==> src/rtl/ntt_fifo_loader.sv <==
// ntt_fifo_loader: streams coefficient pairs (k, k+N/2) into a polynomial FIFO slot with modular reduction.
module ntt_fifo_loader #(
  parameter int ADDR_WIDTH = 10,
  parameter int DATA_WIDTH = 64,
  parameter logic [DATA_WIDTH-1:0] Q = DATA_WIDTH'(64'd1152921504606830593)
) (
  input  logic                  clk,
  input  logic                  rstn,
  input  logic                  in_valid,
  output logic                  in_ready,
  input  logic [DATA_WIDTH-1:0] in_dA,
  input  logic [DATA_WIDTH-1:0] in_dB,
  input  logic                  in_last,
  input  logic                  fifo_full,
  output logic                  fifo_wr_en,
  output logic [ADDR_WIDTH-1:0] fifo_addrA,
  output logic [ADDR_WIDTH-1:0] fifo_addrB,
  output logic [DATA_WIDTH-1:0] fifo_dA,
  output logic [DATA_WIDTH-1:0] fifo_dB,
  output logic                  fifo_wr_finish,
  output logic                  err_last,
  output logic [15:0]           poly_count
);
  typedef enum logic [1:0] {IDLE, LOAD, COMMIT} state_t;
  state_t state;
  logic [ADDR_WIDTH-2:0] k;
  logic last_k, accept;
  function automatic logic [DATA_WIDTH-1:0] red(input logic [DATA_WIDTH-1:0] d);
    return (d >= Q) ? d - Q : d;
  endfunction
  always_comb begin
    in_ready = (state == LOAD) ? 1'b1 : (state == IDLE) ? !fifo_full : 1'b0;
    accept = in_valid && in_ready;
    last_k = &k;
  end
  // Upper half of the address space is the k+N/2 partner, so addrB is k with the MSB set.
  always_ff @(posedge clk) begin
    if (!rstn) begin
      state <= IDLE;
      k <= '0;
      fifo_wr_en <= 1'b0;
      fifo_wr_finish <= 1'b1;
      fifo_addrA <= '0;
      fifo_addrB <= {1'b1, {(ADDR_WIDTH-1){1'b0}}};
      fifo_dA <= '0;
      fifo_dB <= '0;
      err_last <= 1'b0;
      poly_count <= '0;
    end else begin
      fifo_wr_en <= accept;
      if (state == COMMIT) begin
        state <= IDLE;
        k <= '0;
        fifo_wr_finish <= 1'b1;
        poly_count <= poly_count + 16'd1;
      end else if (accept) begin
        state <= last_k ? COMMIT : LOAD;
        k <= k + 1'b1;
        fifo_addrA <= {1'b0, k};
        fifo_addrB <= {1'b1, k};
        fifo_dA <= red(in_dA);
        fifo_dB <= red(in_dB);
        fifo_wr_finish <= 1'b0;
        err_last <= err_last | (in_last ^ last_k);
      end
    end
  end
endmodule

==> config.mk <==
export PLATFORM = sky130hd
export DESIGN_NAME = ntt_fifo_loader
export DESIGN_NICKNAME = d
export VERILOG_FILES = /design/src/rtl/ntt_fifo_loader.sv
export SDC_FILE = /design/constraint.sdc
export NUM_CORES = 1
export LEC_CHECK = 0
export CAP_MARGIN = 10
export CORE_MARGIN = 2
export CORE_UTILIZATION = 50
export DETAILED_ROUTE_END_ITERATION = 10
export PLACE_DENSITY_LB_ADDON = 0.05
export SLEW_MARGIN = 25
export SYNTH_ARGS = -nofsm -noshare
export SYNTH_HDL_FRONTEND = slang
export SYNTH_SLANG_ARGS = --single-unit
==> constraint.sdc <==
create_clock -name clk -period 5.7 [get_ports clk]
set_input_delay 1.14 -clock clk [delete_from_list [all_inputs] [get_ports clk]]
set_output_delay 1.14 -clock clk [all_outputs]
set_load 0.005 [all_outputs]
==> flow_summary.toml <==
[global_routing]
antenna_found_initial = 1
grt_usage_pct = 28.1
grt_max_degree = 104
grt_pass1_vias = 8414
grt-ovfl-total = 0
grt_pass1_wl_um = 41900

[sta]
worst_slack_ps = 1350
final.setup_skew_ps = 6.54
slew_headroom_pct = 34.8
worstMarginPinSlew_ps = 974
rsz0062_at_grt = "false"
fmax_ghz = 0.230
fin_crit_ps = 4350
period_share_pct = 76.3
setup_tns_ps = 0
drv_slew = 0
finalHoldViolations = 0
setup-violations-final = 0
holdWs_ps = 453

[worst_setup_path]
critPathRequiredTime_ps = 6040
path_class = "in -> reg"
cp-start-kind = "input port"
cp_cell_sequence = "clkdlybuf4s50_1 -> nand4_1 -> or3_1 -> a2111oi_0 -> nand2_1 -> nor3b_1 -> a211oi_1 -> nor3_1"
crit_path_end_kind = "flip-flop"
arrival_ps = 4690
slowest_stage = "a2111oi_0"
cp.buffers_inverters = 1
critPathTopFamily = "simple AND/OR/NAND/NOR gates"
critical_path.max_fanout = 11
ff2ff_path_depth = 7
critical_path_depth = 8
cp_slowest_stage_delay_ps = 780

[die]
start_util_pct = 51.0
core_area_um2 = 17200
die_h_um = 137
die_area_um2 = 18700
die-width_um = 137
num_rows = 48
io_pins = 301

[power]
p_switching_mw = 0.785
p_per_area_nw_per_um2 = 242
seqPwrFrac_pct = 42.5
p_int_mw = 2.22
finalPower_mw = 3.01
irDropWorstVdd_uv = 236
p_leak_nw = 4.14
clkPwrFrac_pct = 40.5
swShare_pct = 26.1
power_frac_comb_pct = 17.0

[placement]
place_area_um2 = 11800
dpl.hpwl_um = 19200
pre_cts_ws_ps = 1010
io_buffers = 298
dp_cells = 1549
routabilityCongestion = 0.905

[detailed_routing]
viasPerCell = 5.68
via_count = 8982
ant_nets = 0
dr.first_iter.drc_count = 574
first_pass_iters = 5
routedWlPerCell_um = 16.8
route.detailed.drc = 0
wl_um = 26600

[min_path]
whs_path_depth = 2
worstHoldPathType = "reg -> reg"

[outcome]
status = "finished, final reports clean"

[clock_tree]
htree_levels = 4
clkTransAtPathRegs_ps = 70
post_cts_buffers = 0
clk_latency_ps = 420
cts_tree = "done"
numCtsBuffers = 17
hold_buffers = 0
root_buffer = "clkbuf_16"
cts_buffer_depth = 2
clock-sinks = 167
cts_resized = 0

[logic_synthesis]
syn-instance-count = 1100
synth_ff_type = "dfxtp_1"
ys_types = 53
ys_ff_latch = 167
yosysSeqAreaShare_pct = 38.0
avgSynthCellArea_um2 = 7.99
netlist_area_um2 = 8790
synth-edff-count = 0
synth-async-reset-ratio_pct = 0
ys_warn_count = 0
synth_fp_nets = 1240

[final_layout]
final_core_util_pct = 71.9
area_growth_pct = 41.1
drive_gt1_share_pct = 4.87
layout_common_cells = "clkdlybuf4s50_1, dfxtp_1, a21oi_1"
stdcell_count = 1582
seqCellArea_um2 = 3340
multi_input_area_um2 = 5050
design_area_um2 = 12400
final_common_cell = "clkdlybuf4s50_1"
fillers = 1460
num-nets-final = 1483

[run]
drv_cap = 0
## power groups by stage
stage / logic, mW / clock network (mW) / registers, mW
2_1_floorplan: 0.185 / 0 / 1.31
3_3_place_gp: 0.502 / 0 / 1.30
3_5_place_dp: 0.507 / 0 / 1.30
4_1_cts: 0.512 / 1.24 / 1.28
5_1_grt: 0.557 / 1.29 / 1.28
6_report: 0.511 / 1.22 / 1.28
## flip-flops by register name, summed over array words and instances (netlist names)
register,flops
err_last,1
fifo_addrB,9
fifo_dA,64
fifo_dB,64
fifo_wr_en,1
fifo_wr_finish,1
k,9
poly_count,16
state,2
## per-layer routing
| metal | global-route usage, % | share of wire, % | vias up |
|---|---|---|---|
| met5 | 0 | 0 | - |
| met4 | 12.1 | 3.6 | 0 |
| met3 | 8.48 | 9.1 | 58 |
| met2 | 43.9 | 45 | 342 |
| met1 | 35.9 | 43 | 4166 |
| li1 | - | - | 4416 |
## cells in the mapped netlist, types with 3 or more instances
| cell type | number | area share [%] |
|---|---|---|
| a2111oi_0 | 6 | 0.60 |
| a211oi_1 | 15 | 1.3 |
| a21oi_1 | 143 | 8.1 |
| a31oi_1 | 5 | 0.36 |
| and2_1 | 6 | 0.43 |
| and3_1 | 13 | 0.93 |
| and4_1 | 13 | 1.3 |
| buf_2 | 5 | 0.28 |
| buf_4 | 11 | 0.94 |
| clkbuf_1 | 64 | 2.7 |
| dfxtp_1 | 167 | 38 |
| ha_1 | 7 | 1.0 |
| inv_1 | 14 | 0.60 |
| mux2i_1 | 5 | 0.57 |
| nand2_1 | 94 | 4.0 |
| nand2b_1 | 8 | 0.57 |
| nand3_1 | 46 | 2.6 |
| nand4_1 | 30 | 2.1 |
| nor2_1 | 54 | 2.3 |
| nor2b_1 | 3 | 0.21 |
| nor3_1 | 46 | 2.6 |
| nor3b_1 | 4 | 0.34 |
| nor4_1 | 17 | 1.2 |
| nor4_2 | 6 | 0.85 |
| o21ai_0 | 133 | 7.6 |
| or2_2 | 3 | 0.21 |
| or3_1 | 12 | 0.85 |
| or4_1 | 10 | 0.85 |
| xnor2_1 | 97 | 9.7 |
| xor2_1 | 35 | 3.5 |
## kinds of logic after synthesis
family / after synthesis / share of synthesized area, %
AND/OR/NAND/NOR: 376 / 23.2
AO/OA/AOI/OAI: 315 / 19.2
flip-flops: 167 / 38.0
XOR/XNOR: 132 / 13.2
buffers and inverters: 96 / 4.81
adder cells (fa/ha/maj): 7 / 0.996
multiplexers: 5 / 0.569
other: 2 / 0.0854
## cell type report
class	count	area share [%]
Inverter	14	0.424
Sequential cell	167	27.0
Multi-Input combinational cell	837	40.7
Timing Repair Buffer	306	24.6
Tap cell	225	2.27
Antenna cell	1	0.0202
Clock buffer	17	3.43
Clock inverter	15	1.53
## path summary, 6_finish.rpt
check,from,endpoint,slack (ps)
max,in_dB[14],fifo_dB[59]$_SDFFE_PN0P_,1350
min,fifo_dB[35]$_SDFFE_PN0P_,fifo_dB[35]$_SDFFE_PN0P_,450
max reg2reg,state[0]$_SDFFE_PP0P_,fifo_dA[62]$_SDFFE_PN0P_,3150
min reg2reg,fifo_dB[35]$_SDFFE_PN0P_,fifo_dB[35]$_SDFFE_PN0P_,450
## worst register-to-register path, cell delays in order (launching register included)
cell	delay, ps
dfxtp_1	350
inv_1	50
a21oi_1	200
and2_4	810
nand2_1	560
inv_1	230
nand2_1	100
o21ai_0	190
Power figures use the tool's default switching activity.
